## src/rtl/load_store_unit.sv

```systemverilog
// Load/store unit for an in-order RV32I memory stage.
// Accepts one load or store per request, checks funct3 legality and alignment,
// issues a single word-aligned data memory request with byte-lane mask, and
// returns sign/zero-extended load data to write-back.
//
// Ports:
//   clk, rst            clock, synchronous active-high reset
//   req_valid/req_we    memory-stage instruction valid, 1 = store
//   req_funct3          RV32I width/sign encoding
//   req_addr/req_wdata  effective byte address, store data (rs2)
//   stall               hold upstream pipeline (combinational in IDLE)
//   dmem_req_*          data memory request channel (valid/ready)
//   dmem_we/wmask/addr/wdata  request fields, addr word-aligned
//   dmem_rsp_valid/dmem_rdata read response
//   load_data/load_valid      extended load result, one-cycle retire pulse
//   lsu_exc             one-cycle pulse on misaligned or illegal request
module load_store_unit #(
    parameter int unsigned ADDR_WIDTH = 32,
    parameter int unsigned DATA_WIDTH = 32
) (
    input  logic                  clk,
    input  logic                  rst,
    input  logic                  req_valid,
    input  logic                  req_we,
    input  logic [2:0]            req_funct3,
    input  logic [ADDR_WIDTH-1:0] req_addr,
    input  logic [DATA_WIDTH-1:0] req_wdata,
    output logic                  stall,
    output logic                  dmem_req_valid,
    input  logic                  dmem_req_ready,
    output logic                  dmem_we,
    output logic [3:0]            dmem_wmask,
    output logic [ADDR_WIDTH-1:0] dmem_addr,
    output logic [DATA_WIDTH-1:0] dmem_wdata,
    input  logic                  dmem_rsp_valid,
    input  logic [DATA_WIDTH-1:0] dmem_rdata,
    output logic [DATA_WIDTH-1:0] load_data,
    output logic                  load_valid,
    output logic                  lsu_exc
);

    localparam int unsigned NUM_LANES = DATA_WIDTH / 8;

    typedef enum logic [1:0] {
        IDLE = 2'd0,
        REQ  = 2'd1,
        WAIT = 2'd2,
        DONE = 2'd3
    } state_t;

    state_t                state, state_nxt;
    logic                  we_q;
    logic [2:0]            funct3_q;
    logic [ADDR_WIDTH-1:0] addr_q;
    logic [DATA_WIDTH-1:0] wdata_q;

    logic                  illegal_c;
    logic                  misaligned_c;
    logic                  accept_c;
    logic [7:0]            rd_byte_c;
    logic [15:0]           rd_half_c;
    logic [DATA_WIDTH-1:0] load_ext_c;

    // Request legality: illegal funct3 and natural-alignment checks
    always_comb begin
        illegal_c    = 1'b0;
        misaligned_c = 1'b0;
        if (req_we) begin
            illegal_c = (req_funct3 >= 3'd3);
            case (req_funct3[1:0])
                2'b01:   misaligned_c = req_addr[0];
                2'b10:   misaligned_c = (req_addr[1:0] != 2'b00);
                default: misaligned_c = 1'b0;
            endcase
        end else begin
            case (req_funct3)
                3'd0, 3'd4: misaligned_c = 1'b0;
                3'd1, 3'd5: misaligned_c = req_addr[0];
                3'd2:       misaligned_c = (req_addr[1:0] != 2'b00);
                default:    illegal_c    = 1'b1;
            endcase
        end
    end

    assign accept_c = (state == IDLE) && req_valid && !illegal_c && !misaligned_c;

    // State register, latched request and load result
    always_ff @(posedge clk) begin
        if (rst) begin
            state     <= IDLE;
            we_q      <= 1'b0;
            funct3_q  <= 3'd0;
            addr_q    <= '0;
            wdata_q   <= '0;
            load_data <= '0;
        end else begin
            state <= state_nxt;
            if (accept_c) begin
                we_q     <= req_we;
                funct3_q <= req_funct3;
                addr_q   <= req_addr;
                wdata_q  <= req_wdata;
            end
            if ((state == WAIT) && dmem_rsp_valid) begin
                load_data <= load_ext_c;
            end
        end
    end

    // Next state and control outputs
    always_comb begin
        state_nxt      = state;
        stall          = 1'b0;
        dmem_req_valid = 1'b0;
        load_valid     = 1'b0;
        lsu_exc        = 1'b0;
        case (state)
            IDLE: begin
                if (req_valid) begin
                    if (illegal_c || misaligned_c) begin
                        lsu_exc = 1'b1;
                    end else begin
                        stall     = 1'b1;
                        state_nxt = REQ;
                    end
                end
            end
            REQ: begin
                stall          = 1'b1;
                dmem_req_valid = 1'b1;
                if (dmem_req_ready) begin
                    state_nxt = we_q ? DONE : WAIT;
                end
            end
            WAIT: begin
                stall = 1'b1;
                if (dmem_rsp_valid) begin
                    state_nxt = DONE;
                end
            end
            DONE: begin
                load_valid = !we_q;
                state_nxt  = IDLE;
            end
            default: state_nxt = IDLE;
        endcase
    end

    // Request fields come only from latched values so they hold under backpressure
    assign dmem_we   = we_q;
    assign dmem_addr = {addr_q[ADDR_WIDTH-1:2], 2'b00};

    // Store lane mask and replicated store data; loads drive an empty mask
    always_comb begin
        dmem_wmask = 4'b0000;
        dmem_wdata = wdata_q;
        if (we_q) begin
            case (funct3_q[1:0])
                2'b00: begin
                    dmem_wmask = 4'b0001 << addr_q[1:0];
                    dmem_wdata = {NUM_LANES{wdata_q[7:0]}};
                end
                2'b01: begin
                    dmem_wmask = 4'b0011 << addr_q[1:0];
                    dmem_wdata = {(NUM_LANES / 2){wdata_q[15:0]}};
                end
                default: dmem_wmask = 4'b1111;
            endcase
        end
    end

    // Load lane select and extension
    always_comb begin
        rd_byte_c = dmem_rdata[{addr_q[1:0], 3'b000} +: 8];
        rd_half_c = dmem_rdata[{addr_q[1], 4'b0000} +: 16];
        case (funct3_q)
            3'd0:    load_ext_c = {{(DATA_WIDTH - 8){rd_byte_c[7]}}, rd_byte_c};
            3'd1:    load_ext_c = {{(DATA_WIDTH - 16){rd_half_c[15]}}, rd_half_c};
            3'd4:    load_ext_c = {{(DATA_WIDTH - 8){1'b0}}, rd_byte_c};
            3'd5:    load_ext_c = {{(DATA_WIDTH - 16){1'b0}}, rd_half_c};
            default: load_ext_c = dmem_rdata;
        endcase
    end

endmodule

```

## config.mk

```make
export PLATFORM = sky130hd
export DESIGN_NAME = load_store_unit
export DESIGN_NICKNAME = d
export VERILOG_FILES = /design/src/rtl/load_store_unit.sv
export SDC_FILE = /design/constraint.sdc
export NUM_CORES = 1
export LEC_CHECK = 0
export ABC_AREA = 1
export BUFFER_PORTS_ARGS = -buffer_cell sky130_fd_sc_hd__clkbuf_2
export CORE_AREA = 2 2 107 109
export DETAILED_ROUTE_END_ITERATION = 8
export DIE_AREA = 0 0 109 111
export PLACE_DENSITY = 0.9
export SYNTH_ARGS = -nofsm -noshare
export SYNTH_HDL_FRONTEND = slang
export SYNTH_SLANG_ARGS = --single-unit
```

## constraint.sdc

```tcl
create_clock -name clk -period 2.2 [get_ports clk]
set_clock_uncertainty 0.05 [all_clocks]
set_input_delay 0.22 -clock clk [delete_from_list [all_inputs] [get_ports clk]]
set_output_delay 0.22 -clock clk [all_outputs]
set_load 0.03 [all_outputs]
```

==> flow_summary.yaml <==
clocking:
  clkLatencyLatePin_ns: 0.35
  h-tree-depth: 3
  root_buffer: "clkbuf_16"
  cts_sinks: 102
  cts_tree: "built"
  hold_buffers: 0
  cts_buffer_depth: 2
  cts_made_buffers: 9
  clkSlewWorstSetupHoldPaths_ns: 0.07
cells_and_area:
  final_cell_mix: "206 x clkbuf_2, 198 x nor2_1, 102 x dfxtp_1"
  regArea_sq_um: 2040
  layout.nets: 1027
  final_common_cell: "clkbuf_2"
  drive_gt1_share_pct: 27.8
  area_growth_pct: 21.8
  fin_util_pct: 57.5
  multi_input_area_sq_um: 2420
  fillerInstances: 1026
timing:
  hold_violations: 0
  setup_viol: 0
  max_freq_ghz: 0.489
  rsz0062_at_grt: "no"
  fin_crit_sh_pct: 93.0
  worst_slack_ns: 0.154
  fin_crit_ns: 2.05
  tns_ns: 0
  maxSlewViolCount: 0
route:
  vias: 5496
  drc: 0
  ant_nets: 0
  initialDrtViolationCount: 517
  wl_microns: 14400
  vias_per_cell: 5.18
  dr.pass1.iters: 5
  wl_per_cell_microns: 13.6
critical_path:
  path_class: "flop to output pin"
  cp.arrival_ns: 1.78
  cp-end-kind: "output pin"
  slowest_delay_ns: 0.40
  crit_top_cell: "nor2_1"
  r2r-end: "load_data[19]"
  r2r_start: "funct3_q[1]"
  crit_chain: "nor2_1 -> inv_2 -> nor2_1 -> inv_1 -> nand2_1 -> a21oi_1 -> clkbuf_2"
  cp.required_ns: 1.93
  critPathSlowestCell: "dfxtp_1"
  rr_worst_depth: 9
  setup.worst_path.start_class: "flop"
  cp_max_fo: 10
  reg2reg_slack_ns: 0.40
power:
  internal_power_mw: 3.97
  max-vdd-ir-drop_mv: 0.513
  power.switching_mw: 2.74
  pwr_density_cell_nw_per_um2: 1050
  comb_power_share_pct: 39.1
  leakagePower_nw: 3.15
  power_mw: 6.71
  swShare_pct: 40.8
  clkPwrFrac_pct: 25.9
  seqPwrFrac_pct: 35.0
yosys:
  yosys_warnings: 0
  synth_area_per_cell_sq_um: 6.83
  synth_area_sq_um: 5230
  synthCells: 766
  yosys.cell_types.count: 33
  yosysSeqAreaShare_pct: 39.0
  synth_seq_cells: 102
global_routing:
  grt_pass1_wl_microns: 22700
  grt_pass1_vias: 4900
  antenna_found_initial: 1
  grt_use_total_pct: 23.4
  grt_max_degree: 69
  globalRoute.totalOverflow: 0
floorplanning:
  fp.coreArea_sq_um: 11100
  chipWidth_microns: 109
  io_pins: 210
  die-area_sq_um: 12100
  start_util_pct: 47.2
  fp-row-count: 39
  die_h_microns: 111
placed_design:
  port_buffers: 207
  hpwlAfterDp_microns: 10500
  dp_slack_ns: 0.198
  gp_congestion: 0.931
status:
  status: "finished clean"
hold_path:
  holdCritPathClass: "input port to flop"
  hold_depth: 3
  worstHoldEndpoint: "wdata_q[2]"
  worstHoldStart: "req_wdata[2]"
flow_run:
  maxCapViolCount: 0
[power groups by stage]
| stage | clock [mW] | sequential, mW | combinational (mW) |
|---|---|---|---|
| 2_1_floorplan | 0 | 2.49 | 1.93 |
| 3_3_place_gp | 0 | 2.38 | 2.57 |
| 3_5_place_dp | 0 | 2.39 | 2.61 |
| 4_1_cts | 1.76 | 2.35 | 2.62 |
| 5_1_grt | 1.84 | 2.39 | 2.88 |
| 6_report | 1.74 | 2.35 | 2.63 |
[final cells by class]
class | instances | share of cell area [%]
antenna | 1 | 0.0393
clock buffer | 10 | 3.59
clock inverter | 6 | 1.43
multi-input combinational | 520 | 37.9
timing repair buffer | 223 | 18.7
tap | 143 | 2.81
inverter | 57 | 3.40
sequential | 102 | 32.1
[worst max-delay path: cells and delay by family (launching register included)]
kind / cells / cell delay (ns)
buffers and inverters: 3 / 0.60
flip-flops: 1 / 0.40
AND/OR/NAND/NOR: 3 / 0.27
AO/OA/AOI/OAI: 1 / 0.16
[worst max-delay path by stage]
stage	startpoint	endpoint	slack, ns
6_report	funct3_q[1]	dmem_wmask[3]	0.15
5_1_grt	funct3_q[1]	dmem_wdata[12]	0.002
4_1_cts	funct3_q[1]	dmem_wdata[12]	0.09
3_5_place_dp	req_funct3[0]	wdata_q[28]	0.20
3_3_place_gp	req_funct3[0]	wdata_q[28]	0.33
2_1_floorplan	dmem_we	dmem_wdata[16]	-0.03
[registers in the layout (all words and copies together) (netlist names)]
name	count
wdata_q	32
dmem_we	1
load_data	32
state	2
addr_q	32
funct3_q	3
[Yosys cell counts]
library cell / count / area (sq um)
nor2_2: 1 / 6.26
buf_4: 45 / 338
ha_1: 9 / 113
conb_1: 1 / 3.75
a31oi_1: 11 / 68.8
clkbuf_1: 28 / 105
buf_2: 7 / 35.0
o21ai_1: 20 / 100
nand3_1: 24 / 120
nor2_1: 198 / 743
dfxtp_1: 102 / 2040
o21ai_0: 103 / 515
a21boi_0: 5 / 37.5
buf_12: 1 / 20.0
a21oi_1: 37 / 185
inv_2: 2 / 7.51
nand2_1: 77 / 289
a211oi_1: 2 / 15.0
o211ai_1: 1 / 7.51
nand4_1: 1 / 6.26
o22ai_1: 16 / 100
buf_6: 4 / 45.0
or3_1: 2 / 12.5
inv_4: 1 / 6.26
buf_1: 2 / 7.51
nand3_2: 1 / 10.0
nand2_2: 1 / 6.26
inv_1: 54 / 203
buf_8: 1 / 15.0
nor2_4: 1 / 11.3
o221ai_1: 1 / 8.76
or2_2: 6 / 37.5
nand2_4: 1 / 11.3
[through the flow]
| stage | hold WS (ns) | std cells | instance area (sq um) |
|---|---|---|---|
| 3_3_place_gp | 0.407 | 1045 | 6040 |
| 5_1_grt | 0.0715 | 1062 | 6370 |
| 4_1_cts | 0.0515 | 1061 | 6360 |
| 3_5_place_dp | 0.421 | 1045 | 6040 |
| 6_report | 0.0567 | 1062 | 6370 |
| 2_1_floorplan | 0.316 | 767 | 5240 |
[routing by layer]
layer	routed length, microns	part of all wire (%)	up-vias	global-route usage (%)
met2	6640	46	289	36.3
met1	5860	41	2424	29.6
met5	0	0	-	0
met4	614	4.3	0	12.6
met3	1330	9.2	47	5.41
li1	-	-	2736	-
[repair_timing]
item	in CTS	in global routing
gates resized for setup	0	3
endpoints found under the setup margin	0	8
buffers inserted	0	0
[kinds of logic after synthesis]
family	share of synthesized area (%)
AO/OA/AOI/OAI	19.8
adder cells (fa/ha/maj)	2.15
buffers and inverters	14.9
flip-flops	39.0
other	0.0717
AND/OR/NAND/NOR	24.0
No activity file was read; power rests on OpenSTA's default activity.
